$ cat config.mk
export PLATFORM = sky130hd
export DESIGN_NAME = sa_inst_dispatcher_flat
export DESIGN_NICKNAME = d
export VERILOG_FILES = /design/src/rtl/sa_inst_dispatcher_if.sv /design/src/rtl/sa_inst_dispatcher.sv /design/src/flat_wrapper.sv
export SDC_FILE = /design/constraint.sdc
export NUM_CORES = 1
export LEC_CHECK = 0
export CORE_ASPECT_RATIO = 2
export CORE_MARGIN = 3
export CORE_UTILIZATION = 54
export DETAILED_ROUTE_END_ITERATION = 8
export GPL_ROUTABILITY_DRIVEN = 0
export HOLD_SLACK_MARGIN = 0.1
export PLACE_DENSITY_LB_ADDON = 0.05
export SYNTH_ARGS = -nofsm -noshare
export SYNTH_HDL_FRONTEND = slang
export SYNTH_SLANG_ARGS = --single-unit
export TNS_END_PERCENT = 30
$ cat constraint.sdc
create_clock -name clk -period 3.25 [get_ports clk]
set_clock_uncertainty 0.15 [all_clocks]
set_input_delay 0.325 -clock clk [delete_from_list [all_inputs] [get_ports clk]]
set_output_delay 0.325 -clock clk [all_outputs]
set_load 0.005 [all_outputs]
$ cat src/rtl/sa_inst_dispatcher_if.sv
// Instruction intake and per-unit command handshake bundle for the systolic array dispatcher.
interface sa_inst_dispatcher_if #(
    parameter int unsigned INST_WIDTH    = 16,
    parameter int unsigned BUF_ID_WIDTH  = 2,
    parameter int unsigned MEM_LOC_WIDTH = 10
);
    logic                     inst_valid;
    logic                     inst_ready;
    logic [INST_WIDTH-1:0]    inst;
    logic [3:0]               cmd_valid;
    logic [3:0]               cmd_ready;
    logic [BUF_ID_WIDTH-1:0]  cmd_buf_id;
    logic [MEM_LOC_WIDTH-1:0] cmd_mem_loc;
    logic [3:0]               unit_done;

    // Dispatcher side.
    modport slave (
        input  inst_valid, inst, cmd_ready, unit_done,
        output inst_ready, cmd_valid, cmd_buf_id, cmd_mem_loc
    );

    // Instruction source / execution units side.
    modport master (
        output inst_valid, inst, cmd_ready, unit_done,
        input  inst_ready, cmd_valid, cmd_buf_id, cmd_mem_loc
    );
endinterface

$ cat src/rtl/sa_inst_dispatcher.sv
// Buffered instruction front end: FIFO intake, in-order decode, hazard-checked dispatch
// of LD/ST/GEMM/DRAIN commands with one in-flight command per unit.
module sa_inst_dispatcher #(
    parameter int unsigned INST_WIDTH    = 16,
    parameter int unsigned OPCODE_WIDTH  = 4,
    parameter int unsigned BUF_ID_WIDTH  = 2,
    parameter int unsigned MEM_LOC_WIDTH = 10,
    parameter int unsigned FIFO_DEPTH    = 8,
    parameter logic [OPCODE_WIDTH-1:0] OPC_LD    = OPCODE_WIDTH'(4'b0010),
    parameter logic [OPCODE_WIDTH-1:0] OPC_ST    = OPCODE_WIDTH'(4'b0011),
    parameter logic [OPCODE_WIDTH-1:0] OPC_GEMM  = OPCODE_WIDTH'(4'b0100),
    parameter logic [OPCODE_WIDTH-1:0] OPC_DRAIN = OPCODE_WIDTH'(4'b0101)
) (
    input  logic                          clk,
    input  logic                          rst_n,
    input  logic                          start_reading_i,
    sa_inst_dispatcher_if.slave           bus,
    output logic [$clog2(FIFO_DEPTH):0]   fifo_count_o,
    output logic                          idle_o,
    output logic                          err_illegal_o,
    output logic [OPCODE_WIDTH-1:0]       err_opcode_o
);
    localparam int unsigned PTR_W   = $clog2(FIFO_DEPTH);
    localparam int unsigned CNT_W   = PTR_W + 1;
    localparam int unsigned FIELD_W = OPCODE_WIDTH + BUF_ID_WIDTH + MEM_LOC_WIDTH;

    typedef enum logic [1:0] {S_IDLE, S_FETCH, S_HAZARD, S_ISSUE} state_e;

    state_e                    state_q, state_d;
    logic [INST_WIDTH-1:0]     mem_q [FIFO_DEPTH];
    logic [PTR_W-1:0]          wr_ptr_q, rd_ptr_q;
    logic [CNT_W-1:0]          count_q, count_d;
    logic                      ready_q, idle_q;
    logic [3:0]                dec_unit_q, dec_unit_d;
    logic [BUF_ID_WIDTH-1:0]   dec_buf_q, dec_buf_d;
    logic [MEM_LOC_WIDTH-1:0]  dec_mem_q, dec_mem_d;
    logic [3:0]                cmd_valid_q, cmd_valid_d;
    logic [3:0]                outstanding_q, outstanding_d;
    logic                      err_illegal_q, err_illegal_d;
    logic [OPCODE_WIDTH-1:0]   err_opcode_q, err_opcode_d;

    logic                      push, pop, empty, blocked;
    logic [3:0]                hs, hz_mask, head_unit;
    logic [INST_WIDTH-1:0]     head;
    logic [OPCODE_WIDTH-1:0]   head_op;

    assign push    = bus.inst_valid & ready_q;
    assign pop     = (state_q == S_FETCH);
    assign empty   = (count_q == '0);
    assign head    = mem_q[rd_ptr_q];
    assign head_op = head[FIELD_W-1 -: OPCODE_WIDTH];
    assign hs      = cmd_valid_q & bus.cmd_ready;

    always_comb begin
        head_unit = 4'b0000;
        case (head_op)
            OPC_LD:    head_unit = 4'b0001;
            OPC_ST:    head_unit = 4'b0010;
            OPC_GEMM:  head_unit = 4'b0100;
            OPC_DRAIN: head_unit = 4'b1000;
            default:   head_unit = 4'b0000;
        endcase
    end

    // Per-unit hazard: which outstanding units a command to that unit must wait behind.
    always_comb begin
        hz_mask[0] = outstanding_q[0];
        hz_mask[1] = outstanding_q[1] | outstanding_q[2] | outstanding_q[3];
        hz_mask[2] = outstanding_q[2] | outstanding_q[0];
        hz_mask[3] = outstanding_q[3] | outstanding_q[2];
        blocked    = |(dec_unit_q & hz_mask);
    end

    always_comb begin
        count_d = count_q;
        if (push && !pop)      count_d = count_q + CNT_W'(1);
        else if (!push && pop) count_d = count_q - CNT_W'(1);
        outstanding_d = (outstanding_q & ~bus.unit_done) | hs;
    end

    always_comb begin
        state_d       = state_q;
        dec_unit_d    = dec_unit_q;
        dec_buf_d     = dec_buf_q;
        dec_mem_d     = dec_mem_q;
        cmd_valid_d   = cmd_valid_q;
        err_illegal_d = err_illegal_q;
        err_opcode_d  = err_opcode_q;
        case (state_q)
            S_IDLE: begin
                if (start_reading_i && !empty) state_d = S_FETCH;
            end
            S_FETCH: begin
                if (|head_unit) begin
                    dec_unit_d = head_unit;
                    dec_buf_d  = head[MEM_LOC_WIDTH +: BUF_ID_WIDTH];
                    dec_mem_d  = head[MEM_LOC_WIDTH-1:0];
                    state_d    = S_HAZARD;
                end else begin
                    err_illegal_d = 1'b1;
                    if (!err_illegal_q) err_opcode_d = head_op;
                    state_d = S_IDLE;
                end
            end
            S_HAZARD: begin
                if (!blocked) begin
                    cmd_valid_d = dec_unit_q;
                    state_d     = S_ISSUE;
                end
            end
            S_ISSUE: begin
                if (|hs) begin
                    cmd_valid_d = 4'b0000;
                    state_d     = (start_reading_i && !empty) ? S_FETCH : S_IDLE;
                end
            end
            default: state_d = S_IDLE;
        endcase
    end

    // Storage carries no reset; validity is tracked entirely by the pointers and count.
    always_ff @(posedge clk) begin
        if (push) mem_q[wr_ptr_q] <= bus.inst;
    end

    always_ff @(posedge clk or negedge rst_n) begin
        if (!rst_n) begin
            state_q       <= S_IDLE;
            wr_ptr_q      <= '0;
            rd_ptr_q      <= '0;
            count_q       <= '0;
            ready_q       <= 1'b1;
            idle_q        <= 1'b1;
            dec_unit_q    <= '0;
            dec_buf_q     <= '0;
            dec_mem_q     <= '0;
            cmd_valid_q   <= '0;
            outstanding_q <= '0;
            err_illegal_q <= 1'b0;
            err_opcode_q  <= '0;
        end else begin
            state_q       <= state_d;
            wr_ptr_q      <= wr_ptr_q + PTR_W'(push);
            rd_ptr_q      <= rd_ptr_q + PTR_W'(pop);
            count_q       <= count_d;
            ready_q       <= (count_d != CNT_W'(FIFO_DEPTH));
            idle_q        <= (count_d == '0) && (state_d == S_IDLE) && (outstanding_d == '0);
            dec_unit_q    <= dec_unit_d;
            dec_buf_q     <= dec_buf_d;
            dec_mem_q     <= dec_mem_d;
            cmd_valid_q   <= cmd_valid_d;
            outstanding_q <= outstanding_d;
            err_illegal_q <= err_illegal_d;
            err_opcode_q  <= err_opcode_d;
        end
    end

    assign bus.inst_ready  = ready_q;
    assign bus.cmd_valid   = cmd_valid_q;
    assign bus.cmd_buf_id  = dec_buf_q;
    assign bus.cmd_mem_loc = dec_mem_q;
    assign fifo_count_o    = count_q;
    assign idle_o          = idle_q;
    assign err_illegal_o   = err_illegal_q;
    assign err_opcode_o    = err_opcode_q;
endmodule

$ cat src/flat_wrapper.sv
// flat-port wrapper written by rule: the top's interface ports become plain ports
module sa_inst_dispatcher_flat 
#(
    parameter int unsigned INST_WIDTH    = 16,
    parameter int unsigned OPCODE_WIDTH  = 4,
    parameter int unsigned BUF_ID_WIDTH  = 2,
    parameter int unsigned MEM_LOC_WIDTH = 10,
    parameter int unsigned FIFO_DEPTH    = 8,
    parameter logic [OPCODE_WIDTH-1:0] OPC_LD    = OPCODE_WIDTH'(4'b0010),
    parameter logic [OPCODE_WIDTH-1:0] OPC_ST    = OPCODE_WIDTH'(4'b0011),
    parameter logic [OPCODE_WIDTH-1:0] OPC_GEMM  = OPCODE_WIDTH'(4'b0100),
    parameter logic [OPCODE_WIDTH-1:0] OPC_DRAIN = OPCODE_WIDTH'(4'b0101)
)
  (clk, rst_n, start_reading_i, fifo_count_o, idle_o, err_illegal_o, err_opcode_o, bus_inst_valid, bus_inst, bus_cmd_ready, bus_unit_done, bus_inst_ready, bus_cmd_valid, bus_cmd_buf_id, bus_cmd_mem_loc);
  sa_inst_dispatcher_if #(.INST_WIDTH(INST_WIDTH), .BUF_ID_WIDTH(BUF_ID_WIDTH), .MEM_LOC_WIDTH(MEM_LOC_WIDTH)) bus_i ();
  input  logic clk;
  input  logic rst_n;
  input  logic start_reading_i;
  output logic [$clog2(FIFO_DEPTH):0] fifo_count_o;
  output logic idle_o;
  output logic err_illegal_o;
  output logic [OPCODE_WIDTH-1:0] err_opcode_o;
  input wire logic [$bits(bus_i.inst_valid)-1:0] bus_inst_valid;
  input wire logic [$bits(bus_i.inst)-1:0] bus_inst;
  input wire logic [$bits(bus_i.cmd_ready)-1:0] bus_cmd_ready;
  input wire logic [$bits(bus_i.unit_done)-1:0] bus_unit_done;
  output wire logic [$bits(bus_i.inst_ready)-1:0] bus_inst_ready;
  output wire logic [$bits(bus_i.cmd_valid)-1:0] bus_cmd_valid;
  output wire logic [$bits(bus_i.cmd_buf_id)-1:0] bus_cmd_buf_id;
  output wire logic [$bits(bus_i.cmd_mem_loc)-1:0] bus_cmd_mem_loc;
  assign bus_i.inst_valid = bus_inst_valid;
  assign bus_i.inst = bus_inst;
  assign bus_i.cmd_ready = bus_cmd_ready;
  assign bus_i.unit_done = bus_unit_done;
  assign bus_inst_ready = bus_i.inst_ready;
  assign bus_cmd_valid = bus_i.cmd_valid;
  assign bus_cmd_buf_id = bus_i.cmd_buf_id;
  assign bus_cmd_mem_loc = bus_i.cmd_mem_loc;
  sa_inst_dispatcher #(.INST_WIDTH(INST_WIDTH), .OPCODE_WIDTH(OPCODE_WIDTH), .BUF_ID_WIDTH(BUF_ID_WIDTH), .MEM_LOC_WIDTH(MEM_LOC_WIDTH), .FIFO_DEPTH(FIFO_DEPTH), .OPC_LD(OPC_LD), .OPC_ST(OPC_ST), .OPC_GEMM(OPC_GEMM), .OPC_DRAIN(OPC_DRAIN)) u_core (.clk(clk), .rst_n(rst_n), .start_reading_i(start_reading_i), .bus(bus_i), .fifo_count_o(fifo_count_o), .idle_o(idle_o), .err_illegal_o(err_illegal_o), .err_opcode_o(err_opcode_o));
endmodule
==> results of run 1 <==
kinds of logic after synthesis:
family	share of synthesized area [%]
adders and majority gates	1.39
AOI/OAI and AO/OA	3.43
and+or+nand+nor	4.27
DFF	71.8
muxes	16.6
xor gates and xnor gates	0.876
buffers and inverters	1.66
synthesized netlist by cell type, drive strengths merged (4+ instances only):
| cell | instances | area (sq um) |
|---|---|---|
| nand2 | 19 | 73.8 |
| nor3 | 4 | 20.0 |
| a21oi | 5 | 25.0 |
| inv | 10 | 37.5 |
| nand3 | 4 | 20.0 |
| mux4 | 32 | 721 |
| nand2b | 10 | 62.6 |
| buf | 10 | 68.8 |
| mux2i | 4 | 77.6 |
| nor2 | 13 | 56.3 |
| ha | 6 | 75.1 |
| dfrtp | 41 | 1030 |
| mux2 | 27 | 342 |
| edfxtp | 128 | 3840 |
| o21ai | 20 | 100 |
where the power goes:
group	internal, W	total, W	switching [W]
registers	0.00266	0.00277	0.000111
clock network	0.00117	0.00204	0.000874
logic	0.000285	0.000672	0.000387
total	0.00411	0.00549	0.00137
worst min-delay path by stage:
stage                         startpoint                   endpoint
5_1_grt        u_core.bus.cmd_mem_loc[7]  u_core.bus.cmd_mem_loc[7]
3_5_place_dp        u_core.err_illegal_o       u_core.err_illegal_o
4_1_cts             u_core.err_illegal_o       u_core.err_illegal_o
6_report            u_core.err_illegal_o       u_core.err_illegal_o
3_3_place_gp        u_core.err_illegal_o       u_core.err_illegal_o
2_1_floorplan                      rst_n   u_core.bus.cmd_buf_id[0]
final cells by class:
cell class                      instances  share of cell area [%]
Sequential cell                       171                    59.6
Multi-Input combinational cell        174                    22.2
Timing Repair Buffer                   71                    8.06
Clock buffer                           18                    5.20
Tap cell                              147                    2.23
Clock inverter                         14                    2.15
Inverter                               11                   0.500
routing by layer:
layer	GRT usage [%]	wire, microns	vias to the layer above
met5	0	0	-
met4	8.43	379	0
met3	4.07	435	23
met2	38.8	7670	92
met1	23.0	4990	1831
li1	-	-	1608
registers in the layout, indices dropped and copies added (netlist names):
signal,flops
u_core.bus.cmd_valid,4
u_core.bus.cmd_buf_id,2
u_core.bus.cmd_mem_loc,10
u_core.wr_ptr_q,3
u_core.mem_q,128
u_core.fifo_count_o,4
u_core.err_opcode_o,4
u_core.outstanding_q,4
u_core.dec_unit_q,4
u_core.rd_ptr_q,3
u_core.bus.inst_ready,1
u_core.idle_o,1
u_core.state_q,2
u_core.err_illegal_o,1
worst register-to-register path, delay by kind of cell (launching register included):
kind / cells / cell delay (ns)
flip-flops: 1 / 0.63
XOR/XNOR: 1 / 0.19
AND/OR/NAND/NOR: 1 / 0.48
multiplexers: 3 / 1.28
metrics by stage:
stage               cell area, sq um  utilization, %  std cells  power, W  hold WS [ns]
floorplan                       6860               -        367   0.00316        -0.121
global placement                7640            62.3        573   0.00346         0.321
detailed placement              7640            62.3        573   0.00350         0.322
CTS                             8250            67.3        606   0.00554         0.340
global route                    8250            67.3        606   0.00570         0.392
finish                          8250            67.3        606   0.00549         0.341
==> results.py, run 1 <==
metrics = {
    "clock_network": {
        "clk_path_buf_depth": 2,
        "cts_sinks": 171,
        "clk_pin_slew_ns": 0.07,
        "ctsResizeCount": 0,
        "insertion_delay_ns": 0.42,
        "cts_root_buffer": "clkbuf_16",
        "holdBufCountCts": 1,
        "cts_tree": "yes",
        "cts_buffers": 17,
        "cts_setup_buffers": 0,
        "htree_num_levels": 4,
    },
    "critical_path": {
        "r2r_slack_ns": 0.41,
        "crit_start": "u_core.rd_ptr_q[0]",
        "r2r-end": "u_core.bus.cmd_mem_loc[3]",
        "cp-endpoint": "u_core.bus.cmd_mem_loc[3]",
        "cpMaxStageDelayCell": "dfrtp_2",
        "worstReg2RegStart": "u_core.rd_ptr_q[0]",
        "cpPeakStageDelay_ns": 0.63,
        "startpoint_type": "flop",
        "crit_buf_inv": 0,
        "crit_fanout": 13,
        "worstPathArrival_ns": 2.99,
        "required_ns": 3.39,
        "critPathTopFamily": "multiplexers",
        "end_kind": "flop",
        "r2r.worst_path.cells": 5,
        "cp_cell_sequence": "mux4_2, mux2i_4, xnor2_2, nor2_4, mux2_2",
        "critPathKind": "reg -> reg",
        "cp.depth": 5,
    },
    "synth": {
        "ys_seq_area_share_pct": 71.8,
        "async_reset_ff_share_pct": 25.1,
        "ys_types": 44,
        "avgSynthCellArea_sq_um": 18.7,
        "ys_seq_elements": 171,
        "ys.flop_type": "edfxtp_1",
        "yosysWarnings": 0,
        "synth_cells": 367,
        "synth.cell_area_sq_mm": 0.00686,
        "synth_edf_count": 128,
        "syn-num-nets": 401,
    },
    "timing": {
        "maxSlewViolCount": 0,
        "tns_ns": 0,
        "rsz0062_at_grt": "no",
        "period_share_pct": 87.5,
        "hold_viol_final": 0,
        "period_minus_slack_ns": 2.84,
        "maxSlewHeadroom_pct": 33.5,
        "max_freq_ghz": 0.352,
        "fin_ws_ns": 0.405,
        "setup_viol": 0,
        "tightest_slew_ns": 0.998,
    },
    "global_route": {
        "track_usage_pct": 20.9,
        "grt_pass1_vias": 3838,
        "grt_pass1_wl_mm": 21.4,
        "grt-ovfl-total": 0,
        "antenna_found_initial": 0,
        "grt_max_degree": 44,
    },
    "floorplan": {
        "dieArea_sq_mm": 0.0142,
        "coreArea_sq_mm": 0.0123,
        "rows": 57,
        "die_x_microns": 85.7,
        "num_io_pins": 55,
        "die_h_microns": 165,
        "start_util_pct": 55.9,
    },
    "worst_hold_path": {
        "hold_depth": 1,
        "min_path_type": "reg -> reg",
    },
    "layout": {
        "multi_input_area_sq_mm": 0.00183,
        "antenna_cells": 0,
        "n_fill_cell": 850,
        "area_growth_pct": 20.3,
        "final_common_cell": "edfxtp_1",
        "final-seq-area_sq_mm": 0.00492,
        "fin_nets": 480,
        "final_cell_mix": "edfxtp_1 (128), clkdlybuf4s50_1 (53), dfrtp_1 (40)",
        "layout-drive-gt1-share_pct": 25.7,
    },
    "run_status": {
        "status": "finished, final reports clean",
    },
    "routing": {
        "vias_per_cell": 5.86,
        "drt_wl_total_mm": 13.5,
        "vias": 3554,
        "drtPass1Iterations": 5,
        "routedWlPerCell_microns": 22.2,
        "drt_first_iter_violations": 162,
        "drtAntennaViolNets": 0,
        "drc": 0,
    },
    "power_and_ir_drop": {
        "p_leak_nw": 2.91,
        "irDropWorstVdd_mv": 0.581,
        "power.density_mw_per_mm2": 665,
    },
    "run": {
        "drv_cap": 0,
    },
    "placement": {
        "dp_slack_ns": 0.362,
        "portBuffers": 54,
        "hpwl_mm": 8.85,
    },
}
Note: power is estimated with default switching activity, not from simulation.
==> run 2: changes to the inputs <==
CTS_CLUSTER_DIAMETER = 150   (was not set)
SLEW_MARGIN = 20   (was not set)
==> run 2 against run 1 <==
  * Global-route usage stayed put
  * Register-to-register slack hardly changed
  * Setup slack worse by 0.0038 ns
  * Die area stayed put
  * Critical path depth stayed put
  * Wire length stayed put
  * Highest routed layer unchanged
==> results.py, run 2 (synthesized netlist as in run 1, its figures left out) <==
metrics = {
    "floorplan": {
        "num_io_pins": 55,
        "die_h_microns": 165,
        "dieArea_sq_mm": 0.0142,
        "rows": 57,
        "die_x_microns": 85.7,
        "start_util_pct": 55.9,
        "coreArea_sq_mm": 0.0123,
    },
    "clock_network": {
        "ctsResizeCount": 0,
        "cts_root_buffer": "clkbuf_16",
        "holdBufCountCts": 1,
        "htree_num_levels": 4,
        "cts_sinks": 171,
        "clk_path_buf_depth": 2,
        "cts_tree": "yes",
        "insertion_delay_ns": 0.42,
        "cts_buffers": 17,
        "clk_pin_slew_ns": 0.07,
        "cts_setup_buffers": 0,
    },
    "global_route": {
        "grt-ovfl-total": 0,
        "antenna_found_initial": 0,
        "grt_max_degree": 44,
        "track_usage_pct": 20.9,
        "grt_pass1_vias": 3838,
        "grt_pass1_wl_mm": 21.4,
    },
    "critical_path": {
        "critPathKind": "reg -> reg",
        "required_ns": 3.39,
        "crit_fanout": 13,
        "startpoint_type": "flop",
        "worstPathArrival_ns": 2.99,
        "end_kind": "flop",
    },
    "timing": {
        "max_freq_ghz": 0.351,
        "maxSlewViolCount": 0,
        "tightest_slew_ns": 0.574,
        "maxSlewHeadroom_pct": 61.8,
        "period_minus_slack_ns": 2.85,
        "rsz0062_at_grt": "no",
        "period_share_pct": 87.6,
        "hold_viol_final": 0,
        "tns_ns": 0,
        "setup_viol": 0,
    },
    "routing": {
        "vias": 3555,
        "drt_first_iter_violations": 162,
        "vias_per_cell": 5.87,
        "drtPass1Iterations": 5,
        "routedWlPerCell_microns": 22.2,
        "drc": 0,
        "drtAntennaViolNets": 0,
        "drt_wl_total_mm": 13.5,
    },
    "layout": {
        "stdcell_area_sq_mm": 0.00826,
        "largest_reg_flops": 128,
        "fin_nets": 480,
        "final_common_cell": "edfxtp_1",
        "antenna_cells": 0,
        "layout-drive-gt1-share_pct": 25.7,
        "regMostFlops": "u_core.mem_q",
        "final_cell_mix": "edfxtp_1 (128), clkdlybuf4s50_1 (53), dfrtp_1 (40)",
        "final-seq-area_sq_mm": 0.00492,
        "fin_cells": 606,
        "area_growth_pct": 20.4,
        "n_fill_cell": 849,
        "multi_input_area_sq_mm": 0.00183,
    },
    "power_and_ir_drop": {
        "p_leak_nw": 2.91,
        "irDropWorstVdd_mv": 0.581,
        "power.density_mw_per_mm2": 665,
    },
    "worst_hold_path": {
        "min_path_type": "in -> async",
    },
    "placement": {
        "hpwl_mm": 8.85,
        "place_inst": 573,
        "portBuffers": 54,
        "placed_cell_area_sq_mm": 0.00764,
    },
    "run_status": {
        "status": "finished, final reports clean",
    },
    "run": {
        "drv_cap": 0,
    },
}
## run 2: final timing paths
path | start | end | slack (ns) | cells after the start
max | u_core.rd_ptr_q[0] | u_core.bus.cmd_mem_loc[3] | 0.40 | 5
min | rst_n | u_core.err_opcode_o[0] | 0.29 | 2
max reg2reg | u_core.rd_ptr_q[0] | u_core.bus.cmd_mem_loc[3] | 0.40 | 5
min reg2reg | u_core.err_illegal_o | u_core.err_illegal_o | 0.34 | 1
max in group asynchronous | rst_n | u_core.rd_ptr_q[0] | 2.23 | 2
min in group clk | u_core.err_illegal_o | u_core.err_illegal_o | 0.34 | 1
## run 2: routing by layer
layer | GRT usage (%) | vias up | part of all wire [%]
li1 | - | 1608 | -
met1 | 23.0 | 1833 | 37
met2 | 38.8 | 91 | 57
met3 | 4.07 | 23 | 3.2
met4 | 8.43 | 0 | 2.8
met5 | 0 | - | 0
## run 2: worst max-delay path, stage by stage (launching register included)
cell     delay [ns]
dfrtp_2        0.63
mux4_2         0.60
mux2i_4        0.28
xnor2_2        0.19
nor2_4         0.48
mux2_2         0.39
## run 2: cell type report
class | count | share of cell area [%]
multi-input combinational | 174 | 22.2
timing repair buffer | 71 | 8.09
clock buffer | 18 | 5.20
sequential | 171 | 59.6
clock inverter | 14 | 2.15
inverter | 11 | 0.500
tap | 147 | 2.23
## run 2: through the flow
| stage | total power [W] | worst slack, ns | hold slack (ns) | utilization [%] |
|---|---|---|---|---|
| 2_1_floorplan | 0.00316 | 0.702 | -0.121 | - |
| 3_3_place_gp | 0.00346 | 0.427 | 0.321 | 62.3 |
| 3_5_place_dp | 0.00350 | 0.362 | 0.322 | 62.3 |
| 4_1_cts | 0.00554 | 0.347 | 0.340 | 67.3 |
| 5_1_grt | 0.00570 | 0.209 | 0.339 | 67.3 |
| 6_report | 0.00549 | 0.402 | 0.292 | 67.3 |
## run 2: report_power, final
group	switching, W	total [W]	internal, W	leakage, nW
Clock	0.000874	0.00204	0.00117	0.291
Sequential	0.000110	0.00277	0.00266	1.73
Combinational	0.000387	0.000672	0.000285	0.893
Total	0.00137	0.00549	0.00412	2.91
==> run 3: changes to the inputs <==
SKIP_CTS_REPAIR_TIMING = 1   (was not set)
==> run 3 against run 2 <==
  * Count of clock-buffer cells in the layout stayed put
  * Non-clock buffer count stayed put
  * Critical endpoint unchanged
  * Largest cell class unchanged
  * Maximum frequency is 0.24% lower
==> results.py, run 3 (synthesized netlist as in run 1, its figures left out) <==
metrics = {
    "global_route": {
        "grt_pass1_vias": 3838,
        "grt_pass1_wl_mm": 21.4,
        "grt_max_degree": 44,
        "track_usage_pct": 20.9,
        "antenna_found_initial": 0,
        "grt-ovfl-total": 0,
    },
    "power_and_ir_drop": {
        "p_sw_w": 0.00137,
        "power.internal_w": 0.00412,
        "pwr-share-comb_pct": 12.3,
        "irDropWorstVdd_mv": 0.581,
        "p_seq_share_pct": 50.5,
        "p_leak_nw": 2.91,
        "clkPwrFrac_pct": 37.2,
        "p_sw_share_pct": 25.0,
        "power.density_mw_per_mm2": 665,
    },
    "timing": {
        "tightest_slew_ns": 0.568,
        "maxSlewHeadroom_pct": 62.1,
        "hold_viol_final": 0,
        "maxSlewViolCount": 0,
        "period_minus_slack_ns": 2.86,
        "setup_viol": 0,
        "tns_ns": 0,
        "rsz0062_at_grt": "no",
        "period_share_pct": 87.9,
        "max_freq_ghz": 0.350,
    },
    "floorplan": {
        "coreArea_sq_mm": 0.0123,
        "rows": 57,
        "die_x_microns": 85.7,
        "start_util_pct": 55.9,
        "dieArea_sq_mm": 0.0142,
        "die_h_microns": 165,
        "num_io_pins": 55,
    },
    "routing": {
        "drtAntennaViolNets": 0,
        "drtPass1Iterations": 4,
        "drt_wl_total_mm": 13.5,
        "drc": 0,
        "routedWlPerCell_microns": 22.3,
        "drt_first_iter_violations": 160,
        "vias": 3571,
        "vias_per_cell": 5.89,
    },
    "clock_network": {
        "cts_root_buffer": "clkbuf_16",
        "clk_pin_slew_ns": 0.07,
        "htree_num_levels": 4,
        "insertion_delay_ns": 0.41,
        "cts_sinks": 171,
        "clk_path_buf_depth": 2,
        "cts_tree": "yes",
        "cts_buffers": 17,
    },
    "placement": {
        "portBuffers": 54,
        "place_inst": 573,
        "hpwl_mm": 8.85,
    },
    "critical_path": {
        "required_ns": 3.39,
        "r2r-end": "u_core.bus.cmd_mem_loc[3]",
        "r2r_slack_ns": 0.39,
        "critPathKind": "reg -> reg",
        "crit_fanout": 13,
        "worstReg2RegStart": "u_core.rd_ptr_q[0]",
        "worstPathArrival_ns": 3.00,
        "end_kind": "flop",
        "cpMaxStageDelayCell": "dfrtp_2",
        "cpPeakStageDelay_ns": 0.63,
        "cp_cell_sequence": "mux4_2, mux2i_4, xnor2_2, nor2_4, mux2_2",
        "startpoint_type": "flop",
        "critPathTopFamily": "multiplexers",
        "r2r.worst_path.cells": 5,
        "crit_buf_inv": 0,
    },
    "run": {
        "drv_cap": 0,
    },
    "run_status": {
        "status": "finished, final reports clean",
    },
    "layout": {
        "antenna_cells": 0,
        "regMostFlops": "u_core.mem_q",
        "largest_reg_flops": 128,
        "final_common_cell": "edfxtp_1",
        "fin_cells": 606,
        "layout-drive-gt1-share_pct": 25.7,
        "final_cell_mix": "edfxtp_1 (128), clkdlybuf4s50_1 (53), dfrtp_1 (40)",
        "area_growth_pct": 20.4,
        "fin_nets": 480,
    },
    "worst_hold_path": {
        "min_path_type": "in -> async",
    },
}
-- run 3: power groups by stage --
stage	registers, W	clock network [W]	logic, W
after global routing	0.00280	0.00216	0.000736
after floorplan	0.00279	0	0.000371
after global placement	0.00280	0	0.000664
final	0.00277	0.00204	0.000673
after detailed placement	0.00282	0	0.000683
after CTS	0.00278	0.00207	0.000685
-- run 3: worst max path at each step --
stage / from / endpoint / slack (ns) / cells after the start
floorplan: u_core.bus.inst_ready / u_core.mem_q[0][0] / 0.70 / 4
global placement: u_core.rd_ptr_q[0] / u_core.bus.cmd_mem_loc[3] / 0.43 / 5
detailed placement: u_core.rd_ptr_q[0] / u_core.bus.cmd_mem_loc[2] / 0.36 / 5
CTS: u_core.rd_ptr_q[0] / u_core.bus.cmd_mem_loc[3] / 0.35 / 5
global route: u_core.rd_ptr_q[0] / u_core.bus.cmd_mem_loc[3] / 0.21 / 5
finish: u_core.rd_ptr_q[0] / u_core.bus.cmd_mem_loc[3] / 0.39 / 5
-- run 3: final cells by class --
type | count | area [sq um]
Clock buffer | 18 | 429
Clock inverter | 14 | 178
Fill cell | 851 | 4010
Inverter | 11 | 41.3
Multi-Input combinational cell | 174 | 1830
Sequential cell | 171 | 4920
Tap cell | 147 | 184
Timing Repair Buffer | 71 | 668
-- run 3: stage by stage --
step,worst slack [ns],instance area (sq um),util [%],total power (W),hold slack (ns)
after floorplan,0.702,6860,-,0.00316,-0.121
after global placement,0.427,7640,62.3,0.00346,0.321
after detailed placement,0.362,7640,62.3,0.00350,0.322
after CTS,0.347,8240,67.2,0.00554,-0.0436
after global routing,0.209,8260,67.3,0.00570,0.343
final,0.395,8260,67.3,0.00549,0.303
-- run 3: worst register-to-register path, cell delays in order, from the launching register on --
cell and delay, ns:
dfrtp_2 0.63, mux4_2 0.60, mux2i_4 0.29, xnor2_2 0.19
nor2_4 0.48, mux2_2 0.40
-- run 3: per-layer routing --
metal | up-vias | GRT usage (%) | part of all wire, %
met4 | 0 | 8.43 | 3.0
met1 | 1858 | 23.0 | 37
met3 | 25 | 4.07 | 3.0
li1 | 1605 | - | -
met2 | 83 | 38.8 | 57
met5 | - | 0 | 0
